File: config.mk
export PLATFORM = sky130hd
export DESIGN_NAME = fetch_sequencer
export DESIGN_NICKNAME = d
export VERILOG_FILES = /design/src/rtl/fetch_sequencer.sv
export SDC_FILE = /design/constraint.sdc
export NUM_CORES = 1
export LEC_CHECK = 0
export BUFFER_PORTS_ARGS = -buffer_cell sky130_fd_sc_hd__buf_4
export CORE_AREA = 2 2 124 126
export CTS_CLUSTER_DIAMETER = 30
export DETAILED_ROUTE_END_ITERATION = 7
export DIE_AREA = 0 0 126 128
export HOLD_SLACK_MARGIN = 0.12
export PLACE_DENSITY = 0.8
export SLEW_MARGIN = 20
export SYNTH_ARGS = -nofsm -noshare
export SYNTH_HDL_FRONTEND = slang
export SYNTH_SLANG_ARGS = --single-unit
File: constraint.sdc
create_clock -name CLK -period 3.5 [get_ports CLK]
set_input_delay 0.35 -clock CLK [delete_from_list [all_inputs] [get_ports CLK]]
set_output_delay 0.35 -clock CLK [all_outputs]
set_load 0.01 [all_outputs]
File: src/rtl/fetch_sequencer.sv
// Instruction fetch sequencer: boots the external PC, fetches over a req/ack memory port and hands words to decode.
// Define FETCH_SEQ_MISALIGN_CHK_EN to halt on misaligned redirects instead of silently aligning them.
module fetch_sequencer #(
  parameter int            WL           = 32,
  parameter logic [WL-1:0] RESET_VECTOR = 32'h0000_0000
) (
  input  logic          CLK,
  input  logic          RST,
  input  logic          EN,
  input  logic [WL-1:0] pc_q,
  output logic          pc_en,
  output logic [WL-1:0] pc_next,
  output logic          imem_req,
  output logic [WL-1:0] imem_addr,
  input  logic          imem_ack,
  input  logic [WL-1:0] imem_rdata,
  output logic          instr_valid,
  output logic [WL-1:0] instr,
  output logic [WL-1:0] instr_pc,
  input  logic          dec_ready,
  input  logic          redir,
  input  logic [WL-1:0] redir_target,
  output logic          misalign_err
);

  typedef enum logic [2:0] {
    BOOT,
    FETCH,
    WAIT,
    ISSUE,
    HALT
  } state_t;

  localparam logic [WL-1:0] PC_STEP = WL'(4);

`ifdef FETCH_SEQ_MISALIGN_CHK_EN
  localparam bit MISALIGN_CHK = 1'b1;
`else
  localparam bit MISALIGN_CHK = 1'b0;
`endif

  state_t        r_state;
  state_t        w_stateNext;
  logic [WL-1:0] r_addr;
  logic [WL-1:0] r_instr;
  logic [WL-1:0] r_instrPc;
  logic          r_redirPend;
  logic [WL-1:0] r_redirTarget;

  logic [WL-1:0] w_redirAligned;
  logic          w_badRedir;
  logic          w_launch;
  logic          w_capture;
  logic          w_latchRedir;

  assign w_redirAligned = {redir_target[WL-1:2], 2'b00};
  assign w_badRedir     = MISALIGN_CHK & redir & (|redir_target[1:0]);

  always_ff @(posedge CLK or posedge RST) begin
    if (RST) begin
      r_state <= BOOT;
    end else begin
      r_state <= w_stateNext;
    end
  end

  // A redirect always wins over the memory response; a pending redirect
  // from earlier in WAIT turns the ack into a pure "request retired" event.
  always_comb begin
    w_stateNext  = r_state;
    pc_en        = 1'b0;
    pc_next      = '0;
    imem_req     = 1'b0;
    imem_addr    = '0;
    w_launch     = 1'b0;
    w_capture    = 1'b0;
    w_latchRedir = 1'b0;

    case (r_state)
      BOOT: begin
        pc_en       = 1'b1;
        pc_next     = RESET_VECTOR;
        w_stateNext = FETCH;
      end

      FETCH: begin
        if (w_badRedir) begin
          w_stateNext = HALT;
        end else if (redir) begin
          pc_en   = 1'b1;
          pc_next = w_redirAligned;
        end else if (EN) begin
          imem_req    = 1'b1;
          imem_addr   = pc_q;
          w_launch    = 1'b1;
          w_stateNext = WAIT;
        end
      end

      WAIT: begin
        imem_req  = 1'b1;
        imem_addr = r_addr;
        if (w_badRedir) begin
          w_stateNext = HALT;
        end else if (imem_ack) begin
          pc_en       = 1'b1;
          w_stateNext = FETCH;
          if (redir) begin
            pc_next = w_redirAligned;
          end else if (r_redirPend) begin
            pc_next = r_redirTarget;
          end else begin
            pc_next     = pc_q + PC_STEP;
            w_capture   = 1'b1;
            w_stateNext = ISSUE;
          end
        end else if (redir) begin
          w_latchRedir = 1'b1;
        end
      end

      ISSUE: begin
        if (w_badRedir) begin
          w_stateNext = HALT;
        end else if (redir) begin
          pc_en       = 1'b1;
          pc_next     = w_redirAligned;
          w_stateNext = FETCH;
        end else if (dec_ready) begin
          w_stateNext = FETCH;
        end
      end

      HALT: begin
        w_stateNext = HALT;
      end

      default: begin
        w_stateNext = BOOT;
      end
    endcase

    if (RST) begin
      pc_en     = 1'b0;
      pc_next   = '0;
      imem_req  = 1'b0;
      imem_addr = '0;
    end
  end

  always_ff @(posedge CLK or posedge RST) begin
    if (RST) begin
      r_addr        <= '0;
      r_instr       <= '0;
      r_instrPc     <= '0;
      r_redirPend   <= 1'b0;
      r_redirTarget <= '0;
    end else begin
      if (w_launch) begin
        r_addr      <= pc_q;
        r_redirPend <= 1'b0;
      end
      if (w_latchRedir) begin
        r_redirPend   <= 1'b1;
        r_redirTarget <= w_redirAligned;
      end
      if (w_capture) begin
        r_instr   <= imem_rdata;
        r_instrPc <= pc_q;
      end
    end
  end

  assign instr_valid = (r_state == ISSUE);
  assign instr       = r_instr;
  assign instr_pc    = r_instrPc;

`ifdef FETCH_SEQ_MISALIGN_CHK_EN
  logic r_misalignErr;

  // HALT is only reachable through a rejected redirect, so entering it marks the error.
  always_ff @(posedge CLK or posedge RST) begin
    if (RST) begin
      r_misalignErr <= 1'b0;
    end else if (w_stateNext == HALT) begin
      r_misalignErr <= 1'b1;
    end
  end

  assign misalign_err = r_misalignErr;
`else
  assign misalign_err = 1'b0;
`endif

endmodule

## Word-level counts from Yosys, hierarchy flattened

Index checks and enable logic that the tools add are counted.

| operators by class | value |
|---|---|
| add/subtract/negate cells | 1 |
| eq/ne operators | 8 |
| muxes and demuxes | 35 |
| reductions and logical operators | 4 |

Operator list:

| operator | number |
|---|---|
| 32-bit 2-to-1 mux | 8 |
| 32-bit case mux with 2 select lines | 2 |
| 32-bit by 3-bit adder with 32-bit output (second input constant) | 1 |
| 1-bit 2-to-1 mux | 15 |
| 3-bit 2-to-1 mux | 5 |
| 3-bit case mux with 5 select lines | 1 |
| 3-bit by 2-bit == test with 1-bit output (second input constant) | 2 |
| 2-bit != test (second input constant) | 3 |
| 2-bit 2-to-1 mux | 2 |
| 4-bit AND reduction | 1 |
| 3-bit by 1-bit == test with 1-bit output (second input constant) | 1 |
| 3-bit == test (second input constant) | 1 |
| 3-bit zero test | 1 |
| 3-bit by 1-bit != test with 1-bit output (second input constant) | 1 |
| 1-bit case mux with 3 select lines | 1 |
| 1-bit case mux with 2 select lines | 1 |
| 2-bit nonzero test | 1 |
| 2-bit OR reduction | 1 |

| word-level totals | value |
|---|---|
| flip-flop bits (word level) | 130 |
| logic and storage cells | 54 |

## Longest topological paths before layout

Gate-level depths: netlist of run 1.

| logic depth | value |
|---|---|
| depth in word-level cells | 6 |
| depth in mapped cells | 7 |
| mapped depth without buffers | 5 |

## Worst setup path after synthesis of run 1

OpenSTA, ideal clock, no wires.

| timing | value |
|---|---|
| path type | input -> output |
| start | input port pc_q[5] |
| end | output port pc_next[21] |
| arrival time | 1937 ps |
| data required time | 3150 ps |
| setup slack | 1213 ps |
| cell stages on the path | 6 |
| buffers on the path | 2 |
| path through | buf_2 > nand4_4 > or4_1 > buf_2 > or4_1 > a31oi_1 |

| on the way | value |
|---|---|
| cells in the longest elaborated chain, start to end | 6 |

Ends and longest elaborated chain:

| what | RTL line | text |
|---|---|---|
| start, declared | 10 | `input logic [WL-1:0] pc_q,` |
| 32-bit by 3-bit adder with 32-bit output | 113 | `pc_next = pc_q + PC_STEP;` |
| 32-bit 2-to-1 mux | 110 | `end else if (r_redirPend) begin` |
| 32-bit 2-to-1 mux | 108 | `if (redir) begin` |
| 32-bit 2-to-1 mux | 105 | `end else if (imem_ack) begin` |
| 32-bit case mux with 2 select lines | 79 | `case (r_state)` |
| 32-bit 2-to-1 mux | 143 | `if (RST) begin` |
| end, declared | 12 | `output logic [WL-1:0] pc_next,` |

Every way passes these cells.

## Worst setup path after layout of run 1

| timing | value |
|---|---|
| start | register r_redirPend |
| end | output port pc_next[31] |

| on the way | value |
|---|---|
| cells in the longest elaborated chain, start to end | 5 |

Ends and longest elaborated chain:

| what | RTL line | text |
|---|---|---|
| start, declared | 47 | `logic r_redirPend;` |
| start signal, assigned | 156 | `r_redirPend <= 1'b0;` |
| start signal, assigned | 161 | `r_redirPend <= 1'b0;` |
| start signal, assigned | 164 | `r_redirPend <= 1'b1;` |
| 32-bit 2-to-1 mux | 110 |  |
| 32-bit 2-to-1 mux | 108 |  |
| 32-bit 2-to-1 mux | 105 |  |
| 32-bit case mux with 2 select lines | 79 |  |
| 32-bit 2-to-1 mux | 143 |  |

Every way passes these cells.

==> flow_metrics.tcl, run 1 <==
set metrics [dict create \
    synth_cell_types 51 \
    worst_pin_slew_ps 955 \
    drcViolationCount 0 \
    cp_top_family "compound AO/OA/AOI/OAI gates" \
    final_common_cell "buf_4" \
    timing.max_cap.violations 0 \
    vias 6052 \
    synth_edf_count 0 \
    cts-resized-gates 0 \
    tns_ps 0 \
    async_flop_share_pct 100 \
    cts-buffers-inserted 17 \
    io_pins 234 \
    crit_chain "or4_1 > a21oi_1 > o311ai_0 > o211ai_1 > buf_4" \
    antenna_found_initial 0 \
    dp_hpwl_um 14500 \
    grt_pass1_wl_um 31600 \
    drive_gt1_share_pct 40.6 \
    grt_usage_pct 25.2 \
    rsz0062_at_grt "no" \
    path_clk_slew_ps 60 \
    mostFrequentLayoutCells "buf_4, nand2_1, dfrtp_1, mux2_2, a21oi_1" \
    cts.sinks 130 \
    path_max_fanout 17 \
    rr_worst_depth 4 \
    cp_slowest_stage_delay_ps 610 \
    yosys_register_bits 130 \
    cp.required_ps 3150 \
    routabilityCongestion 0.848 \
    cts_setup_buffers 0 \
    synthFlopType "dfrtp_1" \
    fillers 1285 \
    wl_um 20200 \
    synth_seq_area_share_pct 48.6 \
    cp-start-kind "flip-flop" \
    layout.nets 997 \
    hp-class "input pin to async pin" \
    crit_buf_inv 1 \
    vias_per_cell 5.53 \
    wire_per_inst_um 18.4 \
    rr_startpoint "r_redirPend" \
    clock.fmax_mhz 314 \
    core_area_mm2 0.0149 \
    final_hold_viol_count 0 \
    outcome "complete, no violations" \
    area_growth_pct 36.8 \
    grt_max_degree 65 \
    row_count 45 \
    cts_tree "built" \
    grt_pass1_vias 5867 \
    clk_latency_ps 420 \
    synth_warnings 0 \
    cp.arrival_ps 2830 \
    die_h_um 128 \
    total_power_mw 5.22 \
    die_area_mm2 0.0161 \
    htreeDepth 4 \
    cts_hold_buffers 0 \
    cts_root_buffer "clkbuf_16" \
    cp_slowest_cell "a21oi_1" \
    grt-ovfl-total 0 \
    ant_nets 0 \
    slew_headroom_pct 36.3 \
    start_util_pct 45.1 \
    p_per_area_mw_per_mm2 570 \
    finalCritPeriodShare_pct 90.9 \
    end_kind "primary output" \
    dieWidth_um 126 \
    diodes 0 \
    syn_area_mm2 0.00670 \
    startpoint "r_redirPend" \
    r2r_end "instr[24]" \
    initialDrtViolationCount 513 \
    avgSynthCellArea_um2 9.81 \
    rrSetupSlack_ps 1010 \
    maxSlewViolCount 0 \
    synth_cells 683 \
    finalCriticalPeriod_ps 3180 \
    portBuffers 230 \
    critPathKind "flip-flop to primary output" \
    drtPass1Iterations 5 \
    leakage_nw 4.43 \
    cts_buffer_depth 2 \
    report.final.setup_viol 0 \
    syn_nets 786 \
    skew_ps 5.36 \
    ir_worst_vdd_uv 364 \
]
layer usage:
metal	track usage, %	routed length, um
met3	5.97	1350
met4	9.89	569
met2	39.7	9610
met5	0	0
met1	33.8	8650
sequential cells by signal, summed over array words and instances, names as in the netlist:
name / flops
instr: 32
r_addr: 32
r_redirTarget: 30
r_state: 3
instr_pc: 32
r_redirPend: 1
kinds of logic after synthesis:
family,share of synthesized area [%]
other,0.0560
flip-flops,48.6
AND/OR/NAND/NOR,19.6
AO/OA/AOI/OAI,10.6
multiplexers,16.6
XOR/XNOR,1.05
adder cells (fa/ha/maj),0.187
buffers and inverters,3.42
metrics by stage:
| step | util (%) | instances | instance area [um2] | hold slack (ps) | worst slack, ps |
|---|---|---|---|---|---|
| finish | 61.6 | 1095 | 9160 | 144 | 319 |
| CTS | 61.6 | 1095 | 9160 | 145 | 361 |
| detailed placement | 57.7 | 1063 | 8570 | 462 | 809 |
| floorplan | - | 683 | 6700 | 446 | 1210 |
| global route | 61.6 | 1095 | 9160 | 146 | 170 |
| global placement | 57.7 | 1063 | 8570 | 457 | 828 |
synth_stat cells, types with 2 or more instances:
cell type,number,area (um2)
a21oi_1,48,240
o22ai_1,3,18.8
a21o_1,4,30.0
nand2b_1,5,31.3
nor2_1,19,71.3
o311ai_0,3,26.3
or2_2,3,18.8
nand3b_1,11,82.6
nand2_1,160,601
and3_1,3,18.8
a31oi_1,5,31.3
nor2b_1,4,25.0
nor3_1,15,75.1
nand4_1,6,37.5
and4_1,5,43.8
a311oi_1,2,17.5
nor4_1,9,56.3
nand3_1,14,70.1
o31ai_1,3,22.5
o211ai_1,13,97.6
a211oi_1,7,52.6
dfrtp_1,130,3250
o31a_1,4,35.0
mux2_2,87,980
o21ai_0,11,55.1
and2_1,4,25.0
mux2i_1,5,50.1
clkbuf_1,30,113
inv_1,6,22.5
buf_2,12,60.1
xnor2_1,6,52.6
xor2_1,2,17.5
or3_1,3,18.8
buf_1,6,22.5
nand4_4,2,42.5
nor3b_1,2,15.0
mux2_1,7,78.8
or4_1,6,45.0
a22oi_1,6,45.0
layout make-up:
class / count / area [um2] / area share, %
flip-flops and latches: 130 / 3250 / 35.5
inverters: 7 / 30.0 / 0.328
clock inverters: 10 / 134 / 1.46
multi-input cells: 497 / 3230 / 35.3
well taps: 188 / 235 / 2.57
repair buffers: 241 / 1820 / 19.9
clock buffers: 22 / 454 / 4.96
how the worst max path moves through the flow:
stage               depth (start not counted)     endpoint  slack (ps)
global route                                5  pc_next[31]         170
detailed placement                          5  pc_next[31]         810
CTS                                         5  pc_next[31]         360
finish                                      5  pc_next[31]         320
global placement                            5  pc_next[20]         830
floorplan                                   6  pc_next[21]        1210
power by group:
group / leakage (nW) / internal [mW] / switching [mW]
clock: 0.284 / 1.13 / 0.657
combinational: 2.47 / 0.704 / 0.605
sequential: 1.68 / 1.91 / 0.212
total: 4.43 / 3.75 / 1.47
(Power assumes the default switching activity.)
==> run 2, diff against run 1 <==
Settings changed: RECOVER_POWER from default to 25.
==> flow_metrics.tcl, run 2 (synthesis gave the netlist of run 1 again) <==
set metrics [dict create \
    outcome "finished with violations" \
    violations "capacitance limit, slew limit" \
    clk_latency_ps 420 \
    skew_ps 5.01 \
    final_hold_viol_count 0 \
    cts-resized-gates 0 \
    io_pins 234 \
    cp.arrival_ps 2800 \
    die_h_um 128 \
    grt_pass1_wl_um 31600 \
    whs_endpoint "r_redirTarget[13]" \
    initialDrtViolationCount 507 \
    routabilityCongestion 0.848 \
    leakage_nw 4.41 \
    core_area_mm2 0.0149 \
    cts_setup_buffers 0 \
    report.final.setup_viol 0 \
    portBuffers 230 \
    finalCriticalPeriod_ps 3150 \
    holdCritStartpoint "redir_target[13]" \
    dieWidth_um 126 \
    cts_hold_buffers 0 \
    finish.utilization_pct 61.4 \
    tns_ps 0 \
    slew_headroom_pct -16.9 \
    die_area_mm2 0.0161 \
    wl_um 20200 \
    grt_max_degree 65 \
    area_growth_pct 36.4 \
    rrSetupSlack_ps 1020 \
    p_per_area_mw_per_mm2 572 \
    vias 6083 \
    rr_worst_depth 4 \
    rsz0062_at_grt "no" \
    mostFrequentLayoutCells "buf_4, nand2_1, dfrtp_1, mux2_2, a21oi_1" \
    hold_depth 2 \
    start_util_pct 45.1 \
    grt_pass1_vias 5867 \
    path_clk_slew_ps 50 \
    place_area_mm2 0.00857 \
    drive_gt1_share_pct 40.2 \
    path_max_fanout 17 \
    grt_usage_pct 25.2 \
    startpoint "r_redirPend" \
    dp_hpwl_um 14500 \
    ir_worst_vdd_uv 363 \
    cts.sinks 130 \
    cts_tree "built" \
    antenna_found_initial 0 \
    drcViolationCount 0 \
    finalCritPeriodShare_pct 90.1 \
    wire_per_inst_um 18.5 \
    diodes 0 \
    grt-ovfl-total 0 \
    rr_startpoint "r_redirPend" \
    timing.max_cap.violations 2 \
    cts_root_buffer "clkbuf_16" \
    ant_nets 0 \
    fillers 1292 \
    cp.required_ps 3150 \
    final_common_cell "buf_4" \
    cp-start-kind "flip-flop" \
    layout.nets 997 \
    hp-class "input pin to flip-flop" \
    htreeDepth 4 \
    worst_pin_slew_ps 1740 \
    drtPass1Iterations 5 \
    row_count 45 \
    cts_buffer_depth 2 \
    cts-buffers-inserted 17 \
    clock.fmax_mhz 317 \
    end_kind "primary output" \
    vias_per_cell 5.56 \
    maxSlewViolCount 102 \
    r2r_end "instr[24]" \
    critPathKind "flip-flop to primary output" \
    final_cell_area_mm2 0.00913 \
]
-- run 2: cell types whose count changed in the layout (fill, tap and decap cells not counted), sizes merged --
cell / before / now
buf: 241 / 237
clkbuf: 22 / 26
-- run 2: layer usage --
layer  vias to the layer above  track usage [%]  routed length (um)
met1                      2983             33.8                8750
met2                       216             39.7                9610
met4                         0             9.89                 546
li1                       2850                -                   -
met5                         -                0                   0
met3                        34             5.97                1310
-- run 2: worst max path at each step --
stage / depth (start not counted) / to / slack [ps]
2_1_floorplan: 6 / pc_next[21] / 1210
3_3_place_gp: 5 / pc_next[20] / 830
3_5_place_dp: 5 / pc_next[31] / 810
4_1_cts: 5 / pc_next[31] / 360
5_1_grt: 5 / pc_next[31] / 170
6_report: 5 / pc_next[31] / 350
-- run 2: cell type report --
class	instances	area (um2)	area share [%]
multi-input cells	497	3230	35.4
well taps	188	235	2.58
flip-flops and latches	130	3250	35.6
inverters	7	27.5	0.301
clock buffers	22	454	4.97
clock inverters	10	134	1.47
repair buffers	241	1800	19.7
-- run 2: where the power goes --
group	leakage, nW	switching (mW)	internal [mW]
Sequential	1.68	0.212	1.91
Clock	0.284	0.659	1.13
Combinational	2.45	0.605	0.700
Total	4.41	1.48	3.74
-- run 2: worst max-delay path: stages, from the launching register on --
cell and delay [ps]:
dfrtp_1 570, or4_1 600, a21oi_1 600, o311ai_0 280, o211ai_1 160, buf_4 170
-- run 2: metrics by stage --
| stage | hold WS [ps] | instances | worst slack, ps | power [mW] |
|---|---|---|---|---|
| floorplan | 446 | 683 | 1210 | 2.78 |
| global placement | 457 | 1063 | 828 | 3.40 |
| detailed placement | 462 | 1063 | 809 | 3.45 |
| CTS | 145 | 1095 | 361 | 5.25 |
| global route | 146 | 1095 | 170 | 5.49 |
| finish | 153 | 1095 | 347 | 5.22 |
==> run 3, diff against run 2 <==
Settings changed: PLACE_DENSITY 0.8 to 0.77.
==> flow_metrics.tcl, run 3 (synthesis gave the netlist of run 1 again) <==
set metrics [dict create \
    outcome "finished with violations" \
    violations "capacitance limit, slew limit" \
    cp-start-kind "flip-flop" \
    final_common_cell "buf_4" \
    tns_ps 0 \
    grt_pass1_vias 5821 \
    clock.fmax_mhz 328 \
    cts_buffer_depth 2 \
    timing.max_cap.violations 2 \
    rrSetupSlack_ps 1380 \
    hold_slack_ps 158 \
    path_clk_slew_ps 60 \
    start_util_pct 45.1 \
    die_area_mm2 0.0161 \
    dieWidth_um 126 \
    critPathKind "flip-flop to primary output" \
    drive_gt1_share_pct 40.9 \
    diodes 0 \
    portBuffers 230 \
    crit_path_end "pc_next[25]" \
    final_hold_viol_count 0 \
    cts_hold_buffers 0 \
    place_area_mm2 0.00859 \
    row_count 45 \
    leakage_nw 4.46 \
    drcViolationCount 0 \
    vias 6119 \
    finalCriticalPeriod_ps 3050 \
    report.final.setup_viol 0 \
    grt_max_degree 79 \
    routabilityCongestion 0.872 \
    grt_pass1_wl_um 31200 \
    finalCritPeriodShare_pct 87.1 \
    grt_usage_pct 24.6 \
    slew_headroom_pct -84.7 \
    rr_startpoint "r_redirPend" \
    cts-buffers-inserted 17 \
    fillers 1244 \
    ant_nets 0 \
    mostFrequentLayoutCells "buf_4, nand2_1, dfrtp_1, mux2_2, a21oi_1" \
    rsz0062_at_grt "no" \
    grt-ovfl-total 0 \
    clk_latency_ps 410 \
    cts_root_buffer "clkbuf_16" \
    skew_ps 4.19 \
    total_power_mw 5.33 \
    layout.nets 999 \
    cp.arrival_ps 2700 \
    wire_per_inst_um 18.1 \
    cp.required_ps 3150 \
    wl_um 19800 \
    die_h_um 128 \
    core_area_mm2 0.0149 \
    cts_setup_buffers 0 \
    hp-class "input pin to flip-flop" \
    vias_per_cell 5.58 \
    path_max_fanout 10 \
    maxSlewViolCount 132 \
    cts.sinks 130 \
    p_per_area_mw_per_mm2 578 \
    htreeDepth 4 \
    antenna_found_initial 0 \
    ir_worst_vdd_uv 359 \
    worst_pin_slew_ps 2770 \
    drtPass1Iterations 5 \
    post-place-ws_ps 868 \
    cts-resized-gates 0 \
    rr_worst_depth 5 \
    io_pins 234 \
    final_cell_area_mm2 0.00921 \
    setup_slack_ps 452 \
    initialDrtViolationCount 474 \
    end_kind "primary output" \
    area_growth_pct 37.5 \
    startpoint "r_state[2]" \
    cts_tree "built" \
    r2r_end "instr[14]" \
    dp_hpwl_um 14200 \
]
-- run 3: worst min-delay path by stage --
stage,end,depth (start not counted),from
finish,r_redirTarget[12],2,redir_target[12]
detailed placement,r_addr[14],2,r_addr[14]
global route,r_redirTarget[10],2,redir_target[10]
global placement,r_addr[30],2,r_addr[30]
CTS,r_redirTarget[9],2,redir_target[9]
floorplan,r_addr[0],2,r_addr[0]
-- run 3: worst max-delay path, cell delays in order (launching register included) --
cell and delay, ps:
dfrtp_1 480, or4_1 600, a21oi_1 610, o311ai_0 270
o211ai_1 150, buf_4 160
-- run 3: metal layers --
metal / vias to the layer above / track usage, % / share of wire, %
li1: 2846 / - / -
met1: 3011 / 32.4 / 42
met5: - / 0 / 0
met4: 0 / 9.05 / 2.2
met3: 32 / 5.72 / 5.9
met2: 230 / 40.0 / 49
-- run 3: power breakdown --
part           leakage [nW]  internal (mW)  total, mW  switching, mW
logic                  2.47          0.702       1.31          0.609
registers              1.68           1.91       2.11          0.203
clock network         0.313           1.23       1.90          0.672
total                  4.46           3.84       5.33           1.48
-- run 3: through the flow --
stage | instances | utilization, %
after detailed placement | 1065 | 57.8
after floorplan | 683 | -
after CTS | 1097 | 62.1
final | 1097 | 62.0
after global placement | 1065 | 57.8
after global routing | 1097 | 62.0
-- run 3: cell type report --
cell class / instances / area, um2 / area share, %
Clock buffer: 19 / 453 / 4.92
Clock inverter: 13 / 183 / 1.98
Inverter: 7 / 27.5 / 0.299
Multi-Input combinational cell: 497 / 3230 / 35.1
Sequential cell: 130 / 3250 / 35.3
Tap cell: 188 / 235 / 2.55
Timing Repair Buffer: 243 / 1830 / 19.8
